<file path="config.mk">
export PLATFORM = sky130hd
export DESIGN_NAME = micro_sequencer_flat
export DESIGN_NICKNAME = d
export VERILOG_FILES = /design/src/rtl/micro_sequencer_pkg.sv /design/src/rtl/micro_sequencer_if.sv /design/src/rtl/micro_sequencer_next_address.sv /design/src/rtl/micro_sequencer.sv /design/src/flat_wrapper.sv
export SDC_FILE = /design/constraint.sdc
export NUM_CORES = 1
export LEC_CHECK = 0
export CAP_MARGIN = 20
export CORE_UTILIZATION = 25
export CTS_BUF_LIST = sky130_fd_sc_hd__clkbuf_4 sky130_fd_sc_hd__clkbuf_8
export CTS_CLUSTER_SIZE = 8
export DETAILED_ROUTE_END_ITERATION = 8
export GPL_ROUTABILITY_DRIVEN = 0
export PLACE_DENSITY = 0.52
export SYNTH_ARGS = -nofsm -noshare
export SYNTH_HDL_FRONTEND = slang
export SYNTH_SLANG_ARGS = --single-unit
</file>
<file path="constraint.sdc">
create_clock -name clk -period 2.25 [get_ports clk]
set_clock_uncertainty 0.1 [all_clocks]
set_input_delay 0.225 -clock clk [delete_from_list [all_inputs] [get_ports clk]]
set_output_delay 0.225 -clock clk [all_outputs]
set_load 0.02 [all_outputs]
</file>
<file path="src/rtl/micro_sequencer_pkg.sv">
// Shared types and field layout for the Mic-1 style micro-sequencer.
package micro_sequencer_pkg;
  localparam int MPC_BITS   = 9;
  localparam int MIR_BITS   = 36;
  localparam int ALU_BITS   = 6;
  localparam int SHIFT_BITS = 2;
  localparam int CEN_BITS   = 9;
  localparam int MEM_BITS   = 3;
  localparam int BSEL_BITS  = 4;
  localparam int MBR_BITS   = 8;

  // Bit positions inside the mem field.
  localparam int MEM_FETCH = 0;
  localparam int MEM_READ  = 1;
  localparam int MEM_WRITE = 2;

  typedef enum logic [1:0] {FETCH, EXEC, MEMW, HALT} seq_state_t;

  // MSB-first microinstruction layout.
  typedef struct packed {
    logic [MPC_BITS-1:0]   addr;
    logic                  jmpc;
    logic                  jamn;
    logic                  jamz;
    logic [SHIFT_BITS-1:0] shift;
    logic [ALU_BITS-1:0]   alu_control;
    logic [CEN_BITS-1:0]   c_en;
    logic [MEM_BITS-1:0]   mem;
    logic [BSEL_BITS-1:0]  b_sel;
  } mir_t;

  function automatic logic mem_active(input logic [MEM_BITS-1:0] mem);
    return mem[MEM_WRITE] | mem[MEM_READ] | mem[MEM_FETCH];
  endfunction
endpackage

</file>
<file path="src/rtl/micro_sequencer_if.sv">
// Control-store and datapath bus of the micro-sequencer.
interface micro_sequencer_if;
  import micro_sequencer_pkg::*;

  logic [MPC_BITS-1:0]   cs_addr;
  logic [MIR_BITS-1:0]   cs_word;
  logic                  alu_n;
  logic                  alu_z;
  logic [MBR_BITS-1:0]   mbr;
  logic                  mem_ready;
  logic [ALU_BITS-1:0]   alu_control;
  logic [SHIFT_BITS-1:0] shift;
  logic [CEN_BITS-1:0]   c_en;
  logic [BSEL_BITS-1:0]  b_sel;
  logic [MEM_BITS-1:0]   mem_op;
  logic                  mem_req;
  logic                  n_flag;
  logic                  z_flag;
  logic                  halted;

  modport master (
    input  cs_word, alu_n, alu_z, mbr, mem_ready,
    output cs_addr, alu_control, shift, c_en, b_sel, mem_op, mem_req,
           n_flag, z_flag, halted
  );

  modport slave (
    output cs_word, alu_n, alu_z, mbr, mem_ready,
    input  cs_addr, alu_control, shift, c_en, b_sel, mem_op, mem_req,
           n_flag, z_flag, halted
  );
endinterface

</file>
<file path="src/rtl/micro_sequencer_next_address.sv">
// Combinational next-MPC: JAMN/JAMZ OR into bit 8, JMPC ORs MBR into the low byte.
module micro_sequencer_next_address
  import micro_sequencer_pkg::*;
(
  input  logic [MPC_BITS-1:0] addr,
  input  logic                jmpc,
  input  logic                jamn,
  input  logic                jamz,
  input  logic                alu_n,
  input  logic                alu_z,
  input  logic [MBR_BITS-1:0] mbr,
  output logic [MPC_BITS-1:0] next_addr
);
  logic                hi;
  logic [MBR_BITS-1:0] lo;

  assign hi        = addr[MPC_BITS-1] | (jamn & alu_n) | (jamz & alu_z);
  assign lo        = addr[MBR_BITS-1:0] | (jmpc ? mbr : '0);
  assign next_addr = {hi, lo};
endmodule

</file>
<file path="src/rtl/micro_sequencer.sv">
// Micro-sequencer: FETCH loads MIR from the control store, EXEC drives the
// datapath and steps MPC, MEMW holds until memory completes, HALT parks.
module micro_sequencer
  import micro_sequencer_pkg::*;
#(
  parameter logic [MPC_BITS-1:0] RESET_ADDR = 9'h000,
  parameter logic [MPC_BITS-1:0] HALT_ADDR  = 9'h1FF
) (
  input  logic               clk,
  input  logic               reset,
  micro_sequencer_if.master  bus
);
  seq_state_t          state, state_nxt;
  mir_t                mir;
  logic [MPC_BITS-1:0] mpc, mpc_nxt;
  logic                n_q, z_q;
  logic                mem_on;

  assign mem_on = mem_active(mir.mem);

  micro_sequencer_next_address u_next (
    .addr      (mir.addr),
    .jmpc      (mir.jmpc),
    .jamn      (mir.jamn),
    .jamz      (mir.jamz),
    .alu_n     (bus.alu_n),
    .alu_z     (bus.alu_z),
    .mbr       (bus.mbr),
    .next_addr (mpc_nxt)
  );

  always_ff @(posedge clk) begin
    if (reset) state <= FETCH;
    else       state <= state_nxt;
  end

  always_comb begin
    state_nxt = state;
    case (state)
      FETCH:   state_nxt = (mpc == HALT_ADDR) ? HALT : EXEC;
      // A ready already present in EXEC skips the wait state entirely.
      EXEC:    state_nxt = (mem_on && !bus.mem_ready) ? MEMW : FETCH;
      MEMW:    if (bus.mem_ready) state_nxt = FETCH;
      HALT:    state_nxt = HALT;
      default: state_nxt = FETCH;
    endcase
  end

  always_ff @(posedge clk) begin
    if (reset) begin
      mir <= '0;
      mpc <= RESET_ADDR;
      n_q <= 1'b0;
      z_q <= 1'b0;
    end else begin
      if (state == FETCH && mpc != HALT_ADDR) mir <= bus.cs_word;
      if (state == EXEC) begin
        mpc <= mpc_nxt;
        n_q <= bus.alu_n;
        z_q <= bus.alu_z;
      end
    end
  end

  always_comb begin
    bus.c_en    = '0;
    bus.mem_req = 1'b0;
    bus.halted  = 1'b0;
    case (state)
      EXEC: begin
        bus.c_en    = mir.c_en;
        bus.mem_req = mem_on;
      end
      MEMW:    bus.mem_req = mem_on;
      HALT:    bus.halted  = 1'b1;
      default: ;
    endcase
  end

  assign bus.cs_addr     = mpc;
  assign bus.alu_control = mir.alu_control;
  assign bus.shift       = mir.shift;
  assign bus.b_sel       = mir.b_sel;
  assign bus.mem_op      = mir.mem;
  assign bus.n_flag      = n_q;
  assign bus.z_flag      = z_q;
endmodule

</file>
<file path="src/flat_wrapper.sv">
// flat-port wrapper written by rule: the top's interface ports become plain ports
module micro_sequencer_flat import micro_sequencer_pkg::*;
#(
  parameter logic [MPC_BITS-1:0] RESET_ADDR = 9'h000,
  parameter logic [MPC_BITS-1:0] HALT_ADDR  = 9'h1FF
)
  (clk, reset, bus_cs_word, bus_alu_n, bus_alu_z, bus_mbr, bus_mem_ready, bus_cs_addr, bus_alu_control, bus_shift, bus_c_en, bus_b_sel, bus_mem_op, bus_mem_req, bus_n_flag, bus_z_flag, bus_halted);
  micro_sequencer_if bus_i ();
  input  logic clk;
  input  logic reset;
  input wire logic [$bits(bus_i.cs_word)-1:0] bus_cs_word;
  input wire logic [$bits(bus_i.alu_n)-1:0] bus_alu_n;
  input wire logic [$bits(bus_i.alu_z)-1:0] bus_alu_z;
  input wire logic [$bits(bus_i.mbr)-1:0] bus_mbr;
  input wire logic [$bits(bus_i.mem_ready)-1:0] bus_mem_ready;
  output wire logic [$bits(bus_i.cs_addr)-1:0] bus_cs_addr;
  output wire logic [$bits(bus_i.alu_control)-1:0] bus_alu_control;
  output wire logic [$bits(bus_i.shift)-1:0] bus_shift;
  output wire logic [$bits(bus_i.c_en)-1:0] bus_c_en;
  output wire logic [$bits(bus_i.b_sel)-1:0] bus_b_sel;
  output wire logic [$bits(bus_i.mem_op)-1:0] bus_mem_op;
  output wire logic [$bits(bus_i.mem_req)-1:0] bus_mem_req;
  output wire logic [$bits(bus_i.n_flag)-1:0] bus_n_flag;
  output wire logic [$bits(bus_i.z_flag)-1:0] bus_z_flag;
  output wire logic [$bits(bus_i.halted)-1:0] bus_halted;
  assign bus_i.cs_word = bus_cs_word;
  assign bus_i.alu_n = bus_alu_n;
  assign bus_i.alu_z = bus_alu_z;
  assign bus_i.mbr = bus_mbr;
  assign bus_i.mem_ready = bus_mem_ready;
  assign bus_cs_addr = bus_i.cs_addr;
  assign bus_alu_control = bus_i.alu_control;
  assign bus_shift = bus_i.shift;
  assign bus_c_en = bus_i.c_en;
  assign bus_b_sel = bus_i.b_sel;
  assign bus_mem_op = bus_i.mem_op;
  assign bus_mem_req = bus_i.mem_req;
  assign bus_n_flag = bus_i.n_flag;
  assign bus_z_flag = bus_i.z_flag;
  assign bus_halted = bus_i.halted;
  micro_sequencer #(.RESET_ADDR(RESET_ADDR), .HALT_ADDR(HALT_ADDR)) u_core (.clk(clk), .reset(reset), .bus(bus_i));
endmodule
</file>
==> flow_summary.yaml <==
yosys:
  async_reset_ff_share_pct: 0
  ys_types: 23
  synth_mux_area_share_pct: 15.8
  synth_top_area_cell: "dfxtp_1"
  yosysTopAreaCellShare_pct: 40.9
  synth_compound_area_share_pct: 6.25
  syn_avg_cell_area_um2: 9.60
  yosysWarnings: 0
  synth_fp_nets: 303
  netlist_area_um2: 2400
  synth_ff_type: "dfxtp_1"
  synthTopCellsByArea: "dfxtp_1 41%, nand2b_1 19%, mux2i_1 16%, buf_4 4.7%, a211oi_1 2.8%"
  yosys.area_share.simple_pct: 25.1
  synth_fa_ha_area_share_pct: 2.08
  ys_ff_latch: 49
  synth_edf_count: 0
  synth_top_family_by_area: "simple AND/OR/NAND/NOR gates"
  seq_area_frac_synth_pct: 40.9
  synth_cells: 250
  synth_xor_area_share_pct: 0
power:
  p_per_area_nw_per_um2: 1120
  power_mw: 3.76
  irDropWorstVdd_mv: 0.412
  leakage_nw: 1.47
cts:
  cts_hold_repair.buffers: 0
  clock-sinks: 49
  cts_max_path_buffers: 2
  cts_buffers: 5
  tritoncts: "yes"
  post-cts-setup-buffers: 0
  htreeDepth: 2
  clkLatencyLatePin_ns: 0.30
  cts-root-buf: "clkbuf_8"
  clk_pin_slew_ns: 0.09
worst_setup_path:
  crit_fanout: 14
  critPathLaunchType: "register"
  rr_startpoint: "u_core.state[0]"
  cp.arrival_ns: 1.82
  path_cells: "inv_1 > ha_1 > buf_4 > and2_1 > clkdlybuf4s50_1"
  max_stage_delay_ns: 0.59
  endpoint_kind: "primary output"
  slowest_stage: "clkdlybuf4s50_1"
  r2r_slack_ns: 0.39
  r2r_cells: 5
  cp_num_buf_inv: 3
  crit_type: "reg2out"
  cp.required_ns: 1.92
  cp_top_family: "buffers and inverters"
  r2r-end: "u_core.mir[33]"
route:
  post_drt_wl_per_cell_um: 12.0
  viasPerCell: 4.07
  totalWireLength_mm: 5.38
  antenna_left: 0
  firstDrtPassIters: 4
  drt_iter0_drc: 50
  drc: 0
  via_count: 1820
floorplan:
  core_um2: 9280
  initial_utilization_pct: 25.9
  pin_count: 86
  die_y_um: 100
  die_x_um: 100
  die_area_um2: 10000
  num_rows: 35
final_layout:
  area_growth_pct: 40.2
  design_area_um2: 3370
  drive_above_1_share_pct: 5.66
  antenna_cells: 0
  final_common_cell: "clkdlybuf4s50_1"
  most-common-layout-cells: "77 x clkdlybuf4s50_1, 74 x nand2b_1, 49 x dfxtp_1, 38 x mux2i_1, 12 x nor2_1"
  nNetsFinal: 370
hold_path:
  hp-class: "in2reg"
  hold_end: "u_core.bus.z_flag"
  min_delay_path_depth: 2
  hp-start: "reset"
placement:
  port_buffers: 85
  dpl-instance-area_um2: 3250
  hpwl_mm: 3.87
sta:
  timing.final.crit_share_pct: 95.1
  hold_viol: 0
  clock.fmax_mhz: 467
  tns_ns: 0
  setup_viol: 0
  grt_setup_unrepaired: "no"
  period_minus_slack_ns: 2.14
  worst_pin_slew_ns: 0.575
  slew_viol_final: 0
  relSlewSlack_pct: 61.7
status:
  status: "completed"
grt:
  grt_pass1_wl_mm: 8.46
  antenna_found_initial: 0
  grt_overflow: 0
  grt_max_degree: 33
  track_usage_pct: 10.7
  grt_pass1_vias: 1791
flow_run:
  maxCapViolations: 0
[per-layer routing]
layer  track usage (%)  wire (um)
met5                 0          0
met4              2.34         28
met3              3.27        312
met2              18.0       2540
met1              13.6       2500
[metrics by stage]
step	worst slack (ns)	util (%)	hold slack (ns)	cells
floorplan	0.657	-	0.272	250
global placement	0.413	35.0	0.355	439
detailed placement	0.365	35.0	0.358	439
CTS	0.0474	36.1	0.259	447
global route	0.00530	36.3	0.288	447
finish	0.110	36.3	0.257	447
[where the power goes]
part / total (mW) / leakage, nW / internal [mW] / switching (mW)
combinational: 1.84 / 1.01 / 0.926 / 0.918
sequential: 1.37 / 0.405 / 1.17 / 0.194
clock: 0.552 / 0.0512 / 0.250 / 0.302
total: 3.76 / 1.47 / 2.35 / 1.41
[layout make-up]
cell class              count  area [um2]
multi-input cells         165        1180
inverters                   4        15.0
well taps                 129         161
fillers                   990        5920
flip-flops and latches     49         981
repair buffers             92         928
clock buffers               6        82.6
clock inverters             2        13.8
[synthesized netlist by cell type (2+ instances only)]
cell type,instances
buf_2,3
and2_1,10
buf_8,3
or3_1,2
nand2b_1,74
a211oi_1,9
nor2_1,12
mux2i_1,38
dfxtp_1,49
clkbuf_1,10
ha_1,4
a21oi_1,8
buf_4,15
inv_1,4
[sequential cells by signal, summed over array words and instances, names as in the netlist]
name                    count
u_core.mir                 21
u_core.bus.b_sel            4
u_core.bus.cs_addr          9
u_core.bus.shift            2
u_core.bus.n_flag           1
u_core.state                2
u_core.bus.z_flag           1
u_core.bus.alu_control      6
u_core.bus.mem_op           3
[cell families after synthesis]
kind of cell / count (synthesis)
muxes: 38
AOI/OAI and AO/OA: 21
DFF: 49
and+or+nand+nor: 102
adders and majority gates: 4
buffers and inverters: 36
[repair_timing]
action | CTS | global route
gates resized for setup | 0 | 7
setup endpoints to repair | 0 | 7
endpoints found under the hold margin | 0 | 0
[how the worst max path moves through the flow]
stage / startpoint / endpoint / slack (ns) / cells past startpoint
after floorplan: u_core.state[1] / bus_c_en[8] / 0.66 / 5
final: u_core.state[1] / bus_c_en[5] / 0.11 / 5
after global placement: u_core.state[1] / bus_c_en[8] / 0.41 / 5
after detailed placement: u_core.state[0] / u_core.mir[33] / 0.37 / 5
after CTS: u_core.state[1] / bus_c_en[8] / 0.05 / 5
after global routing: u_core.state[1] / bus_c_en[4] / 0.005 / 5
Power figures use the tool's default switching activity.
